--- config.mk ---
export PLATFORM = sky130hd
export DESIGN_NAME = sid_fc_curve_flat
export DESIGN_NICKNAME = d
export VERILOG_FILES = /design/src/rtl/sid_fc_curve_if.sv /design/src/rtl/sid_fc_curve.sv /design/src/flat_wrapper.sv
export SDC_FILE = /design/constraint.sdc
export NUM_CORES = 1
export LEC_CHECK = 0
export CORE_MARGIN = 2
export CORE_UTILIZATION = 35
export CTS_CLUSTER_DIAMETER = 80
export DETAILED_ROUTE_END_ITERATION = 16
export GPL_ROUTABILITY_DRIVEN = 1
export HOLD_SLACK_MARGIN = 0.05
export PLACE_DENSITY = 0.54
export RECOVER_POWER = 100
export SLEW_MARGIN = 0
export SYNTH_ARGS = -nofsm -noshare
export SYNTH_HDL_FRONTEND = slang
export SYNTH_SLANG_ARGS = --single-unit
--- constraint.sdc ---
create_clock -name clk -period 6.26 [get_ports clk]
set_clock_uncertainty 0.2 [all_clocks]
set_input_delay 1.252 -clock clk [delete_from_list [all_inputs] [get_ports clk]]
set_output_delay 1.252 -clock clk [all_outputs]
set_load 0.005 [all_outputs]
--- src/rtl/sid_fc_curve_if.sv ---
// sid_fc_curve_if: request/result and knot-table write bundle for the SID cutoff curve.
interface sid_fc_curve_if;
    logic [10:0] fc;
    logic        start;
    logic        busy;
    logic [17:0] f0_out;
    logic        f0_valid;
    logic        tbl_we;
    logic [4:0]  tbl_addr;
    logic [16:0] tbl_data;
    modport master (output fc, start, tbl_we, tbl_addr, tbl_data, input busy, f0_out, f0_valid);
    modport slave (input fc, start, tbl_we, tbl_addr, tbl_data, output busy, f0_out, f0_valid);
endinterface

--- src/rtl/sid_fc_curve.sv ---
// sid_fc_curve: maps the 11-bit SID cutoff register to an F0 coefficient by
// piecewise-linear interpolation over a writable 17-knot table.
module sid_fc_curve (
    input logic clk,
    input logic rst,
    sid_fc_curve_if.slave bus
);
    localparam logic [2:0] IDLE = 3'd0, RDA = 3'd1, RDB = 3'd2, DIFF = 3'd3, MUL = 3'd4, SUM = 3'd5;
    logic [2:0] st;
    logic [16:0] k [0:16];
    logic [10:0] fc_l;
    logic [3:0] s;
    logic [16:0] ka, kb, kb_n;
    logic signed [17:0] diff;
    logic signed [24:0] prod, sum;
    logic [17:0] f0;
    logic vld;
    assign s = fc_l[10:7];
    assign kb_n = (s == 4'd15) ? k[16] : k[s + 4'd1];
    // Arithmetic shift floors negative slopes toward minus infinity.
    assign sum = 25'($signed({1'b0, ka})) + (prod >>> 7);
    assign bus.busy = st != IDLE;
    assign bus.f0_out = f0;
    assign bus.f0_valid = vld;
    always_ff @(posedge clk) begin
        if (rst)
            st <= IDLE;
        else
            st <= (st == IDLE) ? (bus.start ? RDA : IDLE) : ((st == SUM) ? IDLE : st + 3'd1);
    end
    always_ff @(posedge clk) begin
        if (st == IDLE && bus.start) fc_l <= bus.fc;
        if (st == RDA) ka <= k[s];
        if (st == RDB) kb <= kb_n;
        if (st == DIFF) diff <= $signed({1'b0, kb}) - $signed({1'b0, ka});
        if (st == MUL) prod <= 25'(diff) * 25'($signed({1'b0, fc_l[6:0]}));
    end
    always_ff @(posedge clk) begin
        if (rst) begin
            f0 <= '0;
            vld <= 1'b0;
        end else begin
            vld <= st == SUM;
            if (st == SUM) f0 <= 18'(sum);
        end
    end
    always_ff @(posedge clk) begin
        for (int i = 0; i < 17; i++)
            if (rst)
                k[i] <= 17'(i * 4096);
            else if (bus.tbl_we && bus.tbl_addr == 5'(i))
                k[i] <= bus.tbl_data;
    end
endmodule

--- src/flat_wrapper.sv ---
// flat-port wrapper written by rule: the top's interface ports become plain ports
module sid_fc_curve_flat 
  (clk, rst, bus_fc, bus_start, bus_tbl_we, bus_tbl_addr, bus_tbl_data, bus_busy, bus_f0_out, bus_f0_valid);
  sid_fc_curve_if bus_i ();
  input logic clk;
  input logic rst;
  input wire logic [$bits(bus_i.fc)-1:0] bus_fc;
  input wire logic [$bits(bus_i.start)-1:0] bus_start;
  input wire logic [$bits(bus_i.tbl_we)-1:0] bus_tbl_we;
  input wire logic [$bits(bus_i.tbl_addr)-1:0] bus_tbl_addr;
  input wire logic [$bits(bus_i.tbl_data)-1:0] bus_tbl_data;
  output wire logic [$bits(bus_i.busy)-1:0] bus_busy;
  output wire logic [$bits(bus_i.f0_out)-1:0] bus_f0_out;
  output wire logic [$bits(bus_i.f0_valid)-1:0] bus_f0_valid;
  assign bus_i.fc = bus_fc;
  assign bus_i.start = bus_start;
  assign bus_i.tbl_we = bus_tbl_we;
  assign bus_i.tbl_addr = bus_tbl_addr;
  assign bus_i.tbl_data = bus_tbl_data;
  assign bus_busy = bus_i.busy;
  assign bus_f0_out = bus_i.f0_out;
  assign bus_f0_valid = bus_i.f0_valid;
  sid_fc_curve u_core (.clk(clk), .rst(rst), .bus(bus_i));
endmodule
==> impl_metrics.yaml <==
setup_path:
  crit_slowest_cell: "xor2_1"
  endpoint_kind: "register"
  worst_ep_arrival_time_ps: 5880
  cp_max_fo: 23
  crit_type: "register to register"
  start_kind: "register"
  critPathBufInv: 1
  critical_path.cell_chain: "and2_2, clkbuf_2, nand2_1, xor2_1, mux4_2, mux2_1"
  path_delay_family: "XOR/XNOR gates"
  slowest_delay_ps: 2180
  cp.required_ps: 6360
clock_tree:
  ctsLongestPathBuffers: 3
  ctsResizeCount: 0
  worst_setup_hold_path_clk_slew_ps: 60
  clk_latency_ps: 620
  clockRootBuffer: "clkbuf_16"
  numCtsBuffers: 46
  post_cts_buffers: 0
  cts_hold_buffers: 0
  clock-sinks: 392
  cts_tree: "built"
  htreeDepth: 2
floorplan:
  dieArea_um2: 72300
  placementRows: 97
  die_w_um: 269
  initial_utilization: 0.352
  core_um2: 69800
  fp.dieH_um: 269
  pin_count: 57
flow_run:
  maxCapViolCount: 27
min_path:
  hp-class: "register to register"
outcome:
  status: "finished, violations left"
  violations: "capacitance limit, slew limit"
layout:
  stdcell_area_um2: 27500
  areaGrowthSynthToFinish_pct: 12.1
  final_util: 0.394
  fill_cells: 6596
  drive_gt1_frac: 0.110
  multi_input_area_um2: 12000
  seqCellArea_um2: 11600
  num-nets-final: 2180
place:
  place.gp.congestion: 0.846
  pre_cts_slack_ps: 786
  hpwl_mm: 46.1
  placed_cell_area_um2: 26200
  io_buffers: 56
sta:
  slew_violations: 472
  fin_setup_tns_ps: 0
  setup_viol_count_final: 0
  period_minus_slack_ps: 5790
  finalCritPeriodShare: 0.924
  setup_ws_ps: 474
  relSlewSlack: -0.925
  timing.fmax_ghz: 0.173
  hold_viol: 0
  tightest_slew_ps: 2880
  rsz0062_at_grt: "false"
detailed_routing:
  vias: 15700
  drt_wl_total_mm: 71.4
  wire_per_inst_um: 24.3
  drtIter0Drc: 1267
  vias_per_cell: 5.36
  ant_nets: 0
  drc: 0
  dr.pass1.iters: 5
pwr:
  powerDensity_nw_per_um2: 285
  p_leak_nw: 10.3
  ir_drop_mv: 0.205
  power_w: 0.00784
logic_synthesis:
  async_flop_share: 0
  synth_area_leader_cell: "edfxtp_1"
  synth_top_family_by_area: "multiplexers"
  synth.distinct_cells: 60
  postSynthCellCount: 1930
  synth_xor_xnor_area_share: 0.0153
  ys_top_cells_by_area: "edfxtp_1 45%, mux4_2 11%, and2_1 9.3%"
  synth_seq_area_share: 0.471
  synthMuxAreaShare: 0.146
  synth_edf_count: 370
  syn_nets: 2149
  synth-simple-area-share: 0.142
  synth-compound-area-share: 0.0632
  synth_top_cell_area_share: 0.453
  syn_avg_cell_area_um2: 12.7
  synth_ff_type: "edfxtp_1"
  ys_seq_elements: 392
  synth_fa_ha_area_frac: 0.122
  synth_area_um2: 24500
  yosysWarnings: 0
global_route:
  grt_pass1_wl_mm: 106
  met2_usage: 0.340
  track_usage: 0.201
  grt_use_met1: 0.264
  grt_pass1_vias: 16400
  gr-max-usage-layer: "met2"
  overflow: 0
  grtUsageMet3: 0.0297
  antenna_found_initial: 6
  grt_max_degree: 128
==> final cells by class <==
| type | count | share of cell area |
|---|---|---|
| multi-input cells | 1285 | 0.437 |
| inverters | 144 | 0.0196 |
| flip-flops and latches | 392 | 0.420 |
| repair buffers | 92 | 0.0271 |
| diodes | 2 | 0.000182 |
| clock buffers | 55 | 0.0431 |
| clock inverters | 28 | 0.0102 |
| well taps | 940 | 0.0427 |
==> placed cells by master, fill, tap and decap left out, types with 4 or more instances in the layout <==
master,instances
nand2_1,90
and2_0,168
or3_1,37
o211ai_1,5
mux4_2,119
xnor2_1,27
clkdlybuf4s50_1,22
a221oi_1,20
mux2i_1,58
o21a_1,5
fa_1,95
a21oi_1,55
buf_4,9
a22oi_1,20
mux2_2,19
nand3_1,13
mux2_1,10
a211oi_1,5
nor2_1,55
nand4_1,7
and3_1,4
edfxtp_1,370
nor3_1,9
nor2b_1,15
o21bai_1,7
xor2_1,15
o21ai_0,59
clkbuf_16,46
clkbuf_1,34
a21o_1,30
and2_1,195
clkinv_2,4
dfxtp_1,22
clkinv_1,13
dlygate4sd3_1,34
nand2b_1,11
ha_1,86
inv_1,144
==> per-stage QoR <==
step | instances | hold slack, ps
after floorplan | 1930 | 249
after global placement | 2853 | 242
after detailed placement | 2853 | 251
after CTS | 2936 | 265
after global routing | 2937 | 280
final | 2938 | 249
==> logic make-up (layout without fill, tap and decap cells) <==
logic type | Yosys count | in the layout
buffers and inverters | 253 | 319
other | 0 | 2
multiplexers | 206 | 206
flip-flops | 392 | 392
AND/OR/NAND/NOR | 618 | 618
XOR/XNOR | 43 | 43
adder cells (fa/ha/maj) | 182 | 182
AO/OA/AOI/OAI | 236 | 236
==> tightest hold or removal path: cells and delay by family, from the launching register on <==
kind | cells | cell delay (ps)
flip-flops | 1 | 320
AO/OA/AOI/OAI | 1 | 50
AND/OR/NAND/NOR | 1 | 40
==> synthesized netlist by cell type (all sizes together) (37+ instances only) <==
master,number
edfxtp,370
and2,364
inv,144
mux4,119
fa,95
nand2,90
ha,87
clkbuf,84
o21ai,59
mux2i,58
a21oi,55
nor2,55
or3,37
==> sequential cells by signal, summed over array words and instances, names as in the netlist <==
name / flops
u_core.k: 289
u_core.bus.f0_out: 18
u_core.diff: 18
u_core.prod: 18
u_core.ka: 17
u_core.kb: 17
u_core.fc_l: 11
u_core.st: 3
u_core.bus.f0_valid: 1
==> layer usage <==
| layer | up-vias | share of wire |
|---|---|---|
| li1 | 7023 | - |
| met1 | 8067 | 0.42 |
| met2 | 512 | 0.48 |
| met3 | 138 | 0.061 |
| met4 | 4 | 0.035 |
| met5 | - | 0.00039 |
==> final timing paths <==
check / from / endpoint / slack [ps] / cells past startpoint
hold / removal: u_core.bus.f0_out[6]$_SDFFE_PP0P_ / u_core.bus.f0_out[6]$_SDFFE_PP0P_ / 250 / 2
setup reg to reg: u_core.fc_l[8]$_DFFE_PP_ / u_core.kb[15]$_DFFE_PN_ / 470 / 6
hold reg to reg: u_core.bus.f0_out[6]$_SDFFE_PP0P_ / u_core.bus.f0_out[6]$_SDFFE_PP0P_ / 250 / 2
setup / recovery: u_core.fc_l[8]$_DFFE_PP_ / u_core.kb[15]$_DFFE_PN_ / 470 / 6
==> report_power, final <==
part	internal (W)	switching, W	leakage, nW
clock	0.00149	0.00116	0.705
sequential	0.00309	0.0000940	3.69
combinational	0.000862	0.00115	5.87
(Power assumes the default switching activity.)
